## config.mk

```make
export PLATFORM = sky130hd
export DESIGN_NAME = ksa_unit_flat
export DESIGN_NICKNAME = d
export VERILOG_FILES = /design/src/rtl/rc4_pkg.sv /design/src/rtl/ksa_unit_if.sv /design/src/rtl/ksa_datapath.sv /design/src/rtl/ksa_unit.sv /design/src/flat_wrapper.sv
export SDC_FILE = /design/constraint.sdc
export NUM_CORES = 1
export LEC_CHECK = 0
export BUFFER_PORTS_ARGS = -buffer_cell sky130_fd_sc_hd__clkbuf_2
export CAP_MARGIN = 15
export CORE_AREA = 2 2 102 85
export CTS_BUF_LIST = sky130_fd_sc_hd__clkbuf_2
export DETAILED_ROUTE_END_ITERATION = 8
export DIE_AREA = 0 0 104 87
export PLACE_DENSITY = 0.73
export SYNTH_ARGS = -nofsm -noshare
export SYNTH_HDL_FRONTEND = slang
export SYNTH_HIERARCHICAL = 1
export SYNTH_SLANG_ARGS = --single-unit
```

## constraint.sdc

```tcl
create_clock -name clk -period 3.7 [get_ports clk]
set_clock_uncertainty 0.2 [all_clocks]
set_input_delay 0.185 -clock clk [delete_from_list [all_inputs] [get_ports clk]]
set_output_delay 0.185 -clock clk [all_outputs]
set_load 0.05 [all_outputs]
```

## src/rtl/rc4_pkg.sv

```systemverilog
// Shared types and constants for the RC4 key-scheduling unit.
// Holds the FSM state encoding and the control-strobe bundle passed to the datapath.
package rc4_pkg;

  localparam int S_DEPTH       = 256;
  localparam int KEY_BYTES_DEF = 3;

  typedef enum logic [3:0] {
    IDLE,
    INIT,
    READ_I,
    CAPT_I,
    READ_J,
    CAPT_J,
    WRITE_J,
    WRITE_I,
    DONE
  } state_t;

  typedef enum logic [1:0] {
    DSEL_I,
    DSEL_SI,
    DSEL_SJ
  } data_sel_t;

  // One-cycle strobes decoded from the current state.
  typedef struct packed {
    logic      load;      // accept start: register key, clear i/j/key index
    logic      i_inc;
    logic      k_inc;
    logic      j_upd;
    logic      si_ld;
    logic      sj_ld;
    logic      addr_j;    // address comes from j instead of i
    data_sel_t data_sel;
  } ctrl_t;

endpackage

```

## src/rtl/ksa_unit_if.sv

```systemverilog
// Handshake and S-memory bus of the key-scheduling unit.
// The slave side is the scheduler; the master side owns start/key and the S memory.
interface ksa_unit_if #(
  parameter int KEY_BYTES = rc4_pkg::KEY_BYTES_DEF
);

  logic                   start;
  logic [8*KEY_BYTES-1:0] key;
  logic                   ready;
  logic                   done;
  logic [7:0]             addr_to_s_mem;
  logic [7:0]             data_to_s_mem;
  logic                   wren_s_mem;
  logic [7:0]             data_from_s_mem;

  modport master (
    output start, key, data_from_s_mem,
    input  ready, done, addr_to_s_mem, data_to_s_mem, wren_s_mem
  );

  modport slave (
    input  start, key, data_from_s_mem,
    output ready, done, addr_to_s_mem, data_to_s_mem, wren_s_mem
  );

endinterface

```

## src/rtl/ksa_datapath.sv

```systemverilog
// Index/swap registers and S-memory address/data muxing for the RC4 key schedule.
// Every register moves only on a control strobe from the FSM.
module ksa_datapath
  import rc4_pkg::*;
#(
  parameter int KEY_BYTES = KEY_BYTES_DEF
) (
  input  logic                   clk,
  input  logic                   rst,
  input  logic [8*KEY_BYTES-1:0] key,
  input  logic [7:0]             rdata,
  input  ctrl_t                  ctrl,
  output logic [7:0]             addr,
  output logic [7:0]             data,
  output logic                   i_last
);

  localparam int KIDX_W = (KEY_BYTES > 1) ? $clog2(KEY_BYTES) : 1;

  logic [7:0]             i, j, s_i, s_j;
  logic [8*KEY_BYTES-1:0] key_q;
  logic [KIDX_W-1:0]      kidx;
  logic [7:0]             key_byte;

  // kidx tracks i mod KEY_BYTES incrementally instead of dividing i.
  // NOTE: every variable assigned in always_comb gets a default first, so no latch is inferred.
  always_comb begin
    key_byte = '0;
    for (int b = 0; b < KEY_BYTES; b++) begin
      if (kidx == KIDX_W'(b)) key_byte = key_q[8*(KEY_BYTES-1-b) +: 8];
    end
  end

  // NOTE: sequential state uses non-blocking assignments only, so every register sees pre-edge values.
  always_ff @(posedge clk or posedge rst) begin
    if (rst) begin
      i     <= '0;
      j     <= '0;
      s_i   <= '0;
      s_j   <= '0;
      key_q <= '0;
      kidx  <= '0;
    end else begin
      if (ctrl.load) begin
        key_q <= key;
        i     <= '0;
        j     <= '0;
        kidx  <= '0;
      end
      if (ctrl.i_inc) i <= i + 8'd1;
      if (ctrl.k_inc) kidx <= (kidx == KIDX_W'(KEY_BYTES-1)) ? '0 : kidx + KIDX_W'(1);
      if (ctrl.j_upd) j <= j + rdata + key_byte;
      if (ctrl.si_ld) s_i <= rdata;
      if (ctrl.sj_ld) s_j <= rdata;
    end
  end

  assign i_last = (i == 8'(S_DEPTH-1));
  assign addr   = ctrl.addr_j ? j : i;

  always_comb begin
    unique case (ctrl.data_sel)
      DSEL_SI: data = s_i;
      DSEL_SJ: data = s_j;
      default: data = i;
    endcase
  end

endmodule

```

## src/rtl/ksa_unit.sv

```systemverilog
// RC4 key-scheduling unit: fills S with the identity, then runs the 256-step keyed swap.
// One FSM drives the datapath strobes; ready/done/wren are registered.
module ksa_unit
  import rc4_pkg::*;
#(
  parameter int KEY_BYTES = KEY_BYTES_DEF
) (
  input  logic      clk,
  input  logic      rst,
  ksa_unit_if.slave bus
);

  state_t state;
  ctrl_t  ctrl;
  logic   ready_q, done_q, wren_q;
  logic   i_last;

  always_comb begin
    ctrl          = '0;
    ctrl.data_sel = DSEL_I;
    unique case (state)
      IDLE:    ctrl.load  = bus.start;
      INIT:    ctrl.i_inc = 1'b1;
      CAPT_I: begin
        ctrl.si_ld = 1'b1;
        ctrl.j_upd = 1'b1;
      end
      READ_J:  ctrl.addr_j = 1'b1;
      CAPT_J: begin
        ctrl.addr_j = 1'b1;
        ctrl.sj_ld  = 1'b1;
      end
      WRITE_J: begin
        ctrl.addr_j   = 1'b1;
        ctrl.data_sel = DSEL_SI;
      end
      WRITE_I: begin
        ctrl.i_inc    = 1'b1;
        ctrl.k_inc    = 1'b1;
        ctrl.data_sel = DSEL_SJ;
      end
      default: ;
    endcase
  end

  // Registered outputs are set on the edge entering the state that owns them.
  always_ff @(posedge clk or posedge rst) begin
    if (rst) begin
      state   <= IDLE;
      ready_q <= 1'b1;
      done_q  <= 1'b0;
      wren_q  <= 1'b0;
    end else begin
      done_q <= 1'b0;
      unique case (state)
        IDLE: if (bus.start) begin
          state   <= INIT;
          ready_q <= 1'b0;
          wren_q  <= 1'b1;
        end
        INIT: if (i_last) begin
          state  <= READ_I;
          wren_q <= 1'b0;
        end
        READ_I: state <= CAPT_I;
        CAPT_I: state <= READ_J;
        READ_J: state <= CAPT_J;
        CAPT_J: begin
          state  <= WRITE_J;
          wren_q <= 1'b1;
        end
        WRITE_J: state <= WRITE_I;
        WRITE_I: begin
          wren_q <= 1'b0;
          if (i_last) begin
            state  <= DONE;
            done_q <= 1'b1;
          end else begin
            state <= READ_I;
          end
        end
        DONE: begin
          state   <= IDLE;
          ready_q <= 1'b1;
        end
        default: begin
          state   <= IDLE;
          ready_q <= 1'b1;
          wren_q  <= 1'b0;
        end
      endcase
    end
  end

  ksa_datapath #(.KEY_BYTES(KEY_BYTES)) u_datapath (
    .clk    (clk),
    .rst    (rst),
    .key    (bus.key),
    .rdata  (bus.data_from_s_mem),
    .ctrl   (ctrl),
    .addr   (bus.addr_to_s_mem),
    .data   (bus.data_to_s_mem),
    .i_last (i_last)
  );

  assign bus.ready      = ready_q;
  assign bus.done       = done_q;
  assign bus.wren_s_mem = wren_q;

endmodule

```

## src/flat_wrapper.sv

```systemverilog
// flat-port wrapper written by rule: the top's interface ports become plain ports
module ksa_unit_flat import rc4_pkg::*;
#(
  parameter int KEY_BYTES = KEY_BYTES_DEF
)
  (clk, rst, bus_start, bus_key, bus_data_from_s_mem, bus_ready, bus_done, bus_addr_to_s_mem, bus_data_to_s_mem, bus_wren_s_mem);
  ksa_unit_if #(.KEY_BYTES(KEY_BYTES)) bus_i ();
  input  logic clk;
  input  logic rst;
  input wire logic [$bits(bus_i.start)-1:0] bus_start;
  input wire logic [$bits(bus_i.key)-1:0] bus_key;
  input wire logic [$bits(bus_i.data_from_s_mem)-1:0] bus_data_from_s_mem;
  output wire logic [$bits(bus_i.ready)-1:0] bus_ready;
  output wire logic [$bits(bus_i.done)-1:0] bus_done;
  output wire logic [$bits(bus_i.addr_to_s_mem)-1:0] bus_addr_to_s_mem;
  output wire logic [$bits(bus_i.data_to_s_mem)-1:0] bus_data_to_s_mem;
  output wire logic [$bits(bus_i.wren_s_mem)-1:0] bus_wren_s_mem;
  assign bus_i.start = bus_start;
  assign bus_i.key = bus_key;
  assign bus_i.data_from_s_mem = bus_data_from_s_mem;
  assign bus_ready = bus_i.ready;
  assign bus_done = bus_i.done;
  assign bus_addr_to_s_mem = bus_i.addr_to_s_mem;
  assign bus_data_to_s_mem = bus_i.data_to_s_mem;
  assign bus_wren_s_mem = bus_i.wren_s_mem;
  ksa_unit #(.KEY_BYTES(KEY_BYTES)) u_core (.clk(clk), .rst(rst), .bus(bus_i));
endmodule
```

==> results of run 1 <==
[sequential cells by signal, summed over array words and instances (netlist names)]
register / flops
u_core/u_datapath/i: 8
u_core/u_datapath/j: 8
u_core/u_datapath/s_j: 8
u_core/bus.done: 1
u_core/state: 4
u_core/u_datapath/s_i: 8
u_core/bus.ready: 1
u_core/bus.wren_s_mem: 1
u_core/u_datapath/kidx: 2
u_core/u_datapath/key_q: 24
[kinds of logic after synthesis]
| logic type | synth area share (%) |
|---|---|
| XOR/XNOR | 1.99 |
| buffers and inverters | 4.47 |
| AO/OA/AOI/OAI | 11.1 |
| adder cells (fa/ha/maj) | 7.73 |
| multiplexers | 18.2 |
| flip-flops | 46.2 |
| AND/OR/NAND/NOR | 10.4 |
[power breakdown]
group          leakage (nW)  internal (W)  switching [W]
Combinational          1.09       0.00105        0.00132
Sequential            0.797       0.00103       0.000307
Clock                0.0606     0.0000866       0.000245
[area by class of cell]
type,instances,share of cell area (%)
Clock buffer,11,1.28
Inverter,15,1.31
Multi-Input combinational cell,216,40.6
Sequential cell,65,37.8
Timing Repair Buffer,93,15.2
Clock inverter,5,0.523
Tap cell,112,3.26
[metal layers]
metal	global-route usage [%]	part of all wire (%)	wire [µm]	up-vias
met1	24.2	46	3520	1274
met4	4.67	1.1	87	0
met2	31.5	48	3650	64
li1	-	-	-	1288
met3	4.86	4.6	350	8
met5	0	0	0	-
[worst max path at each step]
| stage | slack [ns] | start | end |
|---|---|---|---|
| final | 0.58 | u_core/u_datapath/kidx[1] | u_core/u_datapath/j[7] |
| after global routing | 0.33 | u_core/state[2] | bus_data_to_s_mem[0] |
| after CTS | 0.54 | u_core/state[3] | bus_data_to_s_mem[5] |
| after detailed placement | 0.64 | u_core/u_datapath/kidx[1] | u_core/u_datapath/j[7] |
| after global placement | 0.73 | u_core/u_datapath/kidx[1] | u_core/u_datapath/j[7] |
| after floorplan | 0.64 | u_core/state[2] | bus_data_to_s_mem[0] |
[worst max-delay path, delay by kind of cell, from the launching register on]
family | cells | cell delay, ns
AOI/OAI and AO/OA | 4 | 0.46
xor gates and xnor gates | 1 | 0.14
adders and majority gates | 3 | 1.07
buffers and inverters | 1 | 0.06
DFF | 1 | 0.67
muxes | 1 | 0.23
and+or+nand+nor | 1 | 0.20
[synthesized netlist by cell type (6+ instances only)]
cell	n	share of area (%)
mux2_2	49	16
a22oi_1	8	1.7
nor3_1	6	0.85
buf_2	6	0.85
nand2_1	31	3.3
dfrtp_1	64	45
nor2_1	9	0.96
o21ai_0	20	2.8
o22ai_1	8	1.4
inv_1	14	1.5
fa_1	8	4.5
clkbuf_1	9	0.96
mux2i_1	9	2.6
ha_1	9	3.2
[stage by stage]
stage               hold slack [ns]  setup slack [ns]
floorplan                    -0.212             0.637
global placement            -0.0694             0.728
detailed placement          -0.0646             0.636
CTS                           0.133             0.542
global route                  0.170             0.332
finish                        0.131             0.576
[repair_timing]
action	CTS	global route
endpoints found under the hold margin	84	0
setup endpoints to repair	0	0
hold buffers	35	0
==> reports/qor.csv, run 1 <==
stage;metric;value;unit
critical_path;cp.required;3.90;ns
die;io_pins;54;
logic_synthesis;synthDistinctLibCells;47;
final_layout;antenna_cells;0;
routing;firstDrtPassIters;4;
power_and_ir_drop;peakVddDrop;0.299;mV
final_layout;finalNonFillerCells;517;
logic_synthesis;syn_nets;367;
routing;dr.first_iter.drc_count;129;
logic_synthesis;syn-cell-area;3530;µm²
die;initial_core_util;43.5;%
die;die_y;87;µm
sta;drv_slew;0;
logic_synthesis;ys.warnings.count;6;
critical_path;reg2reg_depth;11;
critical_path;path_class;reg2reg;
place;dpl_cell_area;3880;µm²
final_layout;seq_area;1630;µm²
critical_path;r2r-start;u_core/u_datapath/kidx[1];
power_and_ir_drop;powerDensity;938;nW/µm²
job;maxCapViolCount;0;
routing;routedWlPerCell;14.7;µm
die;core_area;8110;µm²
final_layout;layout_common_cells;clkbuf_2 (64), dfrtp_1 (64), mux2_2 (49), dlygate4sd3_1 (35), nand2_1 (31);
place;gp_congestion;0.798;
critical_path;crit_arrival;3.32;ns
global_routing;grt.overflow.total;0;
sta;relSlewSlack;48.7;%
cts;clk_pin_slew_worst_paths;0.17;ns
global_routing;grt_usage;18.6;%
place;dp_hpwl;5520;µm
routing;via_per_inst;5.09;
place;io_buffer_count;53;
sta;setup_viol;0;
sta;hold_violations;0;
global_routing;grt_pass1_wl;13300;µm
global_routing;antenna_found_initial;0;
final_layout;drive_above_1_share;32.1;%
cts;clock-sinks;65;
sta;rsz0062_at_grt;no;
critical_path;r2r-end;u_core/u_datapath/j[7];
cts;cts-root-buf;clkbuf_2;
routing;drc;0;
place;dp.cells;466;
cts;insertion_delay;0.49;ns
global_routing;first_global_vias;2751;
cts;cts_setup_buffers;0;
critical_path;crit_path_end_kind;register;
global_routing;grt_max_degree;35;
status;outcome;complete, no violations;
final_layout;syn_to_final_growth;22.0;%
sta;finalSetupTns;0;ns
die;die_w;104;µm
routing;postRouteAntennaNets;0;
logic_synthesis;ys_ff_latch;65;
hold_path;min_path_type;in2async;
critical_path;crit_chain;mux2i_1 > o22ai_1 > fa_1 > ha_1 > inv_1 > fa_1 > nor2b_1 > o31a_1 > o22ai_1 > xnor2_1 > o21ai_1;
critical_path;reg2reg_slack;0.58;ns
final_layout;multi_input_area;1750;µm²
sta;worst_pin_slew;0.769;ns
sta;period_needed;3.12;ns
power_and_ir_drop;p_leak;1.95;nW
cts;cts-resized-gates;0;
routing;num_vias;2634;
logic_synthesis;avgSynthCellArea;11.2;µm²
cts;cts.htree.levels;3;
cts;tritoncts;built;
critical_path;slowest_delay;0.67;ns
final_layout;final_util;53.1;%
final_layout;nFillCells;749;
final_layout;final_area;4300;µm²
sta;fmax;0.320;GHz
logic_synthesis;synth_flop_cell;dfrtp_1;
critical_path;worst-path-max-fanout;12;
routing;wirelength;7610;µm
logic_synthesis;synth_async_sr_flop_share;100;%
die;rows;30;
critical_path;start_kind;register;
logic_synthesis;synth-edff-count;0;
cts;cts_buffers;9;
cts;clk_path_buf_depth;2;
power_and_ir_drop;finalPower;0.00404;W
critical_path;slowest_stage;dfrtp_1;
logic_synthesis;seq_area_frac_synth;46.2;%
final_layout;finalNetCount;452;
sta;timing.final.crit_share;84.4;%
logic_synthesis;synthCells;315;
die;dieArea;9050;µm²
Power figures use the tool's default switching activity.
==> run 2: changes to the inputs <==
--- a/config.mk
+++ b/config.mk
@@ -5,13 +5,14 @@
 export SDC_FILE = /design/constraint.sdc
 export NUM_CORES = 1
 export LEC_CHECK = 0
+export ABC_AREA = 1
 export BUFFER_PORTS_ARGS = -buffer_cell sky130_fd_sc_hd__clkbuf_2
 export CAP_MARGIN = 15
-export CORE_AREA = 2 2 102 85
+export CORE_AREA = 2 2 104 86
 export CTS_BUF_LIST = sky130_fd_sc_hd__clkbuf_2
 export DETAILED_ROUTE_END_ITERATION = 8
-export DIE_AREA = 0 0 104 87
-export PLACE_DENSITY = 0.73
+export DIE_AREA = 0 0 106 88
+export PLACE_DENSITY = 0.75
 export SYNTH_ARGS = -nofsm -noshare
 export SYNTH_HDL_FRONTEND = slang
 export SYNTH_HIERARCHICAL = 1
==> constraint.sdc (replaced) <==
create_clock -name clk -period 2.81 [get_ports clk]
set_clock_uncertainty 0.2 [all_clocks]
set_input_delay 0.1405 -clock clk [delete_from_list [all_inputs] [get_ports clk]]
set_output_delay 0.1405 -clock clk [all_outputs]
set_load 0.05 [all_outputs]
==> run 2 against run 1 <==
  * Combinational power grew 60%
  * Non-clock buffer count grew 15
  * Hold slack better by 0.028 ns
  * Sequential power grew 20%
  * Total power grew 49%
  * Largest power group unchanged
  * Synthesized area grew 2.3%
==> reports/qor.csv, run 2 <==
stage;metric;value;unit
routing;via_per_inst;5.05;
logic_synthesis;synth_flop_cell;dfrtp_1;
critical_path;path_class;reg2reg;
final_layout;antenna_cells;0;
final_layout;multi_input_area;1750;µm²
logic_synthesis;synthCells;475;
critical_path;cp.required;3.02;ns
sta;rsz0062_at_grt;yes;
final_layout;syn_to_final_growth;31.4;%
cts;clock-sinks;65;
global_routing;grt_pass1_wl;15700;µm
power_and_ir_drop;peakVddDrop;0.683;mV
power_and_ir_drop;switching_power;0.00299;W
routing;routedWlPerCell;13.7;µm
final_layout;layout_common_cells;nand2_1 (172), inv_1 (66), dfrtp_1 (63), clkbuf_2 (54), o21ai_0 (37);
routing;num_vias;3548;
logic_synthesis;synth_top_area_cell;dfrtp_1;
critical_path;crit_path_end_kind;register;
die;die_w;106;µm
cts;tritoncts;built;
logic_synthesis;syn_nets;527;
job;maxCapViolCount;0;
logic_synthesis;synth_commonest_cells;nand2_1 (173), inv_1 (70), dfrtp_1 (64), o21ai_0 (45), nor2_1 (19);
sta;timing.final.crit_share;99.6;%
die;io_pins;54;
cts;clk_pin_slew_worst_paths;0.17;ns
logic_synthesis;ys_ff_latch;65;
place;gp_congestion;0.928;
logic_synthesis;synthDistinctLibCells;29;
power_and_ir_drop;p_leak;2.43;nW
place;dp.cells;634;
global_routing;grt_max_degree;59;
cts;clk_path_buf_depth;2;
routing;wirelength;9600;µm
routing;firstDrtPassIters;7;
logic_synthesis;synth_async_sr_flop_share;100;%
sta;drv_slew;0;
sta;fmax;0.357;GHz
critical_path;start_kind;register;
logic_synthesis;synth_top_area_share;44.4;%
critical_path;crit_arrival;3.01;ns
cts;cts_buffers;9;
routing;dr.first_iter.drc_count;270;
global_routing;antenna_found_initial;0;
logic_synthesis;synth_area_leaders;dfrtp_1 (44%), nand2_1 (18%), inv_1 (7.3%);
die;rows;30;
final_layout;finalNetCount;637;
global_routing;first_global_vias;3378;
die;dieArea;9330;µm²
cts;cts-root-buf;clkbuf_2;
routing;drc;0;
sta;hold_violations;0;
final_layout;seq_area;1630;µm²
die;die_y;88;µm
sta;worst_pin_slew;0.747;ns
sta;relSlewSlack;50.2;%
place;dp_hpwl;6650;µm
final_layout;final_common_cell;nand2_1;
cts;cts.htree.levels;3;
sta;setup_viol;0;
power_and_ir_drop;pwr-share-clk;10.3;%
power_and_ir_drop;pwr-share-comb;62.9;%
final_layout;largest_reg_flops;24;
logic_synthesis;synth-edff-count;0;
die;core_area;8300;µm²
global_routing;grt_usage;21.4;%
logic_synthesis;ys.warnings.count;6;
logic_synthesis;synth.most_common_cell;nand2_1;
sta;period_needed;2.80;ns
logic_synthesis;avgSynthCellArea;7.60;µm²
final_layout;finalNonFillerCells;702;
logic_synthesis;seq_area_frac_synth;45.1;%
power_and_ir_drop;p_sw_share;49.7;%
place;io_buffer_count;53;
hold_path;min_path_type;in2async;
power_and_ir_drop;powerDensity;1270;nW/µm²
final_layout;nFillCells;738;
cts;insertion_delay;0.51;ns
critical_path;worst-path-max-fanout;4;
die;initial_core_util;43.5;%
final_layout;drive_above_1_share;21.7;%
power_and_ir_drop;power.internal;0.00302;W
final_layout;top_register;u_core/u_datapath/key_q;
final_layout;final_util;57.2;%
global_routing;grt.overflow.total;0;
logic_synthesis;syn-cell-area;3610;µm²
routing;postRouteAntennaNets;0;
status;outcome;complete, no violations;
power_and_ir_drop;p_seq_share;26.8;%
run 2: cell types whose count changed after synthesis, moves of 9 or more:
| cell | previous run | this run |
|---|---|---|
| nor2_1 | 9 | 19 |
| nand3_1 | 4 | 18 |
| mux2_2 | 49 | 0 |
| inv_1 | 14 | 70 |
| o21ai_0 | 20 | 45 |
| mux2i_1 | 9 | 0 |
| nand2_1 | 31 | 173 |
run 2: stage by stage:
stage	total power (W)	instance area, µm²	setup slack [ns]	setup TNS [ns]	hold slack, ns
global route	0.00650	4740	-0.100	-0.141	0.153
finish	0.00601	4740	0.0124	0	0.160
detailed placement	0.00469	4000	-0.0572	-0.0572	-0.107
global placement	0.00454	4000	0.117	0	-0.114
CTS	0.00546	4560	0.00425	0	0.125
floorplan	0.00395	3610	0.0246	0	-0.257
run 2: final cells by class:
class	count	area share, %
multi-input cells	324	37.0
flip-flops and latches	65	34.4
clock buffers	9	0.950
repair inverters	1	0.158
inverters	76	6.09
repair buffers	108	16.7
well taps	112	2.96
clock inverters	7	1.79
run 2: path summary, 6_finish.rpt:
path	slack, ns	depth (start not counted)	endpoint	startpoint
min	0.16	4	u_core/u_datapath/key_q[13]	rst
max	0.01	17	u_core/u_datapath/j[7]	u_core/u_datapath/kidx[1]
max in group asynchronous	1.67	4	u_core/bus.ready	rst
min reg2reg	0.30	2	u_core/u_datapath/key_q[9]	u_core/u_datapath/key_q[9]
max reg2reg	0.01	17	u_core/u_datapath/j[7]	u_core/u_datapath/kidx[1]
min in group clk	0.16	4	u_core/u_datapath/key_q[1]	bus_key[1]
run 2: worst max-delay path, stage by stage, from the launching register on:
cell and delay, ns:
dfrtp_1 0.45, inv_2 0.14, buf_4 0.12, buf_4 0.09
o21ai_0 0.09, nand2_1 0.09, o21ai_2 0.06, fa_1 0.50
inv_1 0.07, ha_4 0.26, nand2_1 0.11, inv_1 0.05
nand2_1 0.06, nand2_1 0.06, nor2_2 0.14, nand3_1 0.10
nand3_2 0.08, nand2_1 0.05
run 2: layer usage:
| layer | vias to the layer above | track usage (%) | share of wire, % |
|---|---|---|---|
| met5 | - | 0 | 0 |
| met4 | 0 | 7.30 | 2.7 |
| met3 | 31 | 4.99 | 8.7 |
| met2 | 192 | 33.9 | 43 |
| met1 | 1616 | 29.3 | 46 |
| li1 | 1709 | - | - |
run 2: logic make-up after synthesis:
family / count (synthesis) / synth area share [%]
compound gates: 79 / 12.1
xor+xnor: 2 / 0.485
flops: 65 / 45.1
fa+ha+maj: 17 / 7.56
simple gates: 226 / 25.6
buf+inv: 86 / 9.12
run 2: repair_timing:
item	in CTS	in global routing
resized for setup	17	29
cloned	1	0
pin swaps	0	11
hold endpoints to repair	110	0
setup buffers	4	12
setup endpoints to repair	9	14
hold buffers	35	0
run 2: power by group through the flow:
| stage | combinational [W] | clock (W) | sequential (W) |
|---|---|---|---|
| floorplan | 0.00236 | 0 | 0.00159 |
| global placement | 0.00293 | 0 | 0.00162 |
| detailed placement | 0.00306 | 0 | 0.00163 |
| CTS | 0.00322 | 0.000641 | 0.00160 |
| global route | 0.00417 | 0.000679 | 0.00165 |
| finish | 0.00378 | 0.000622 | 0.00161 |
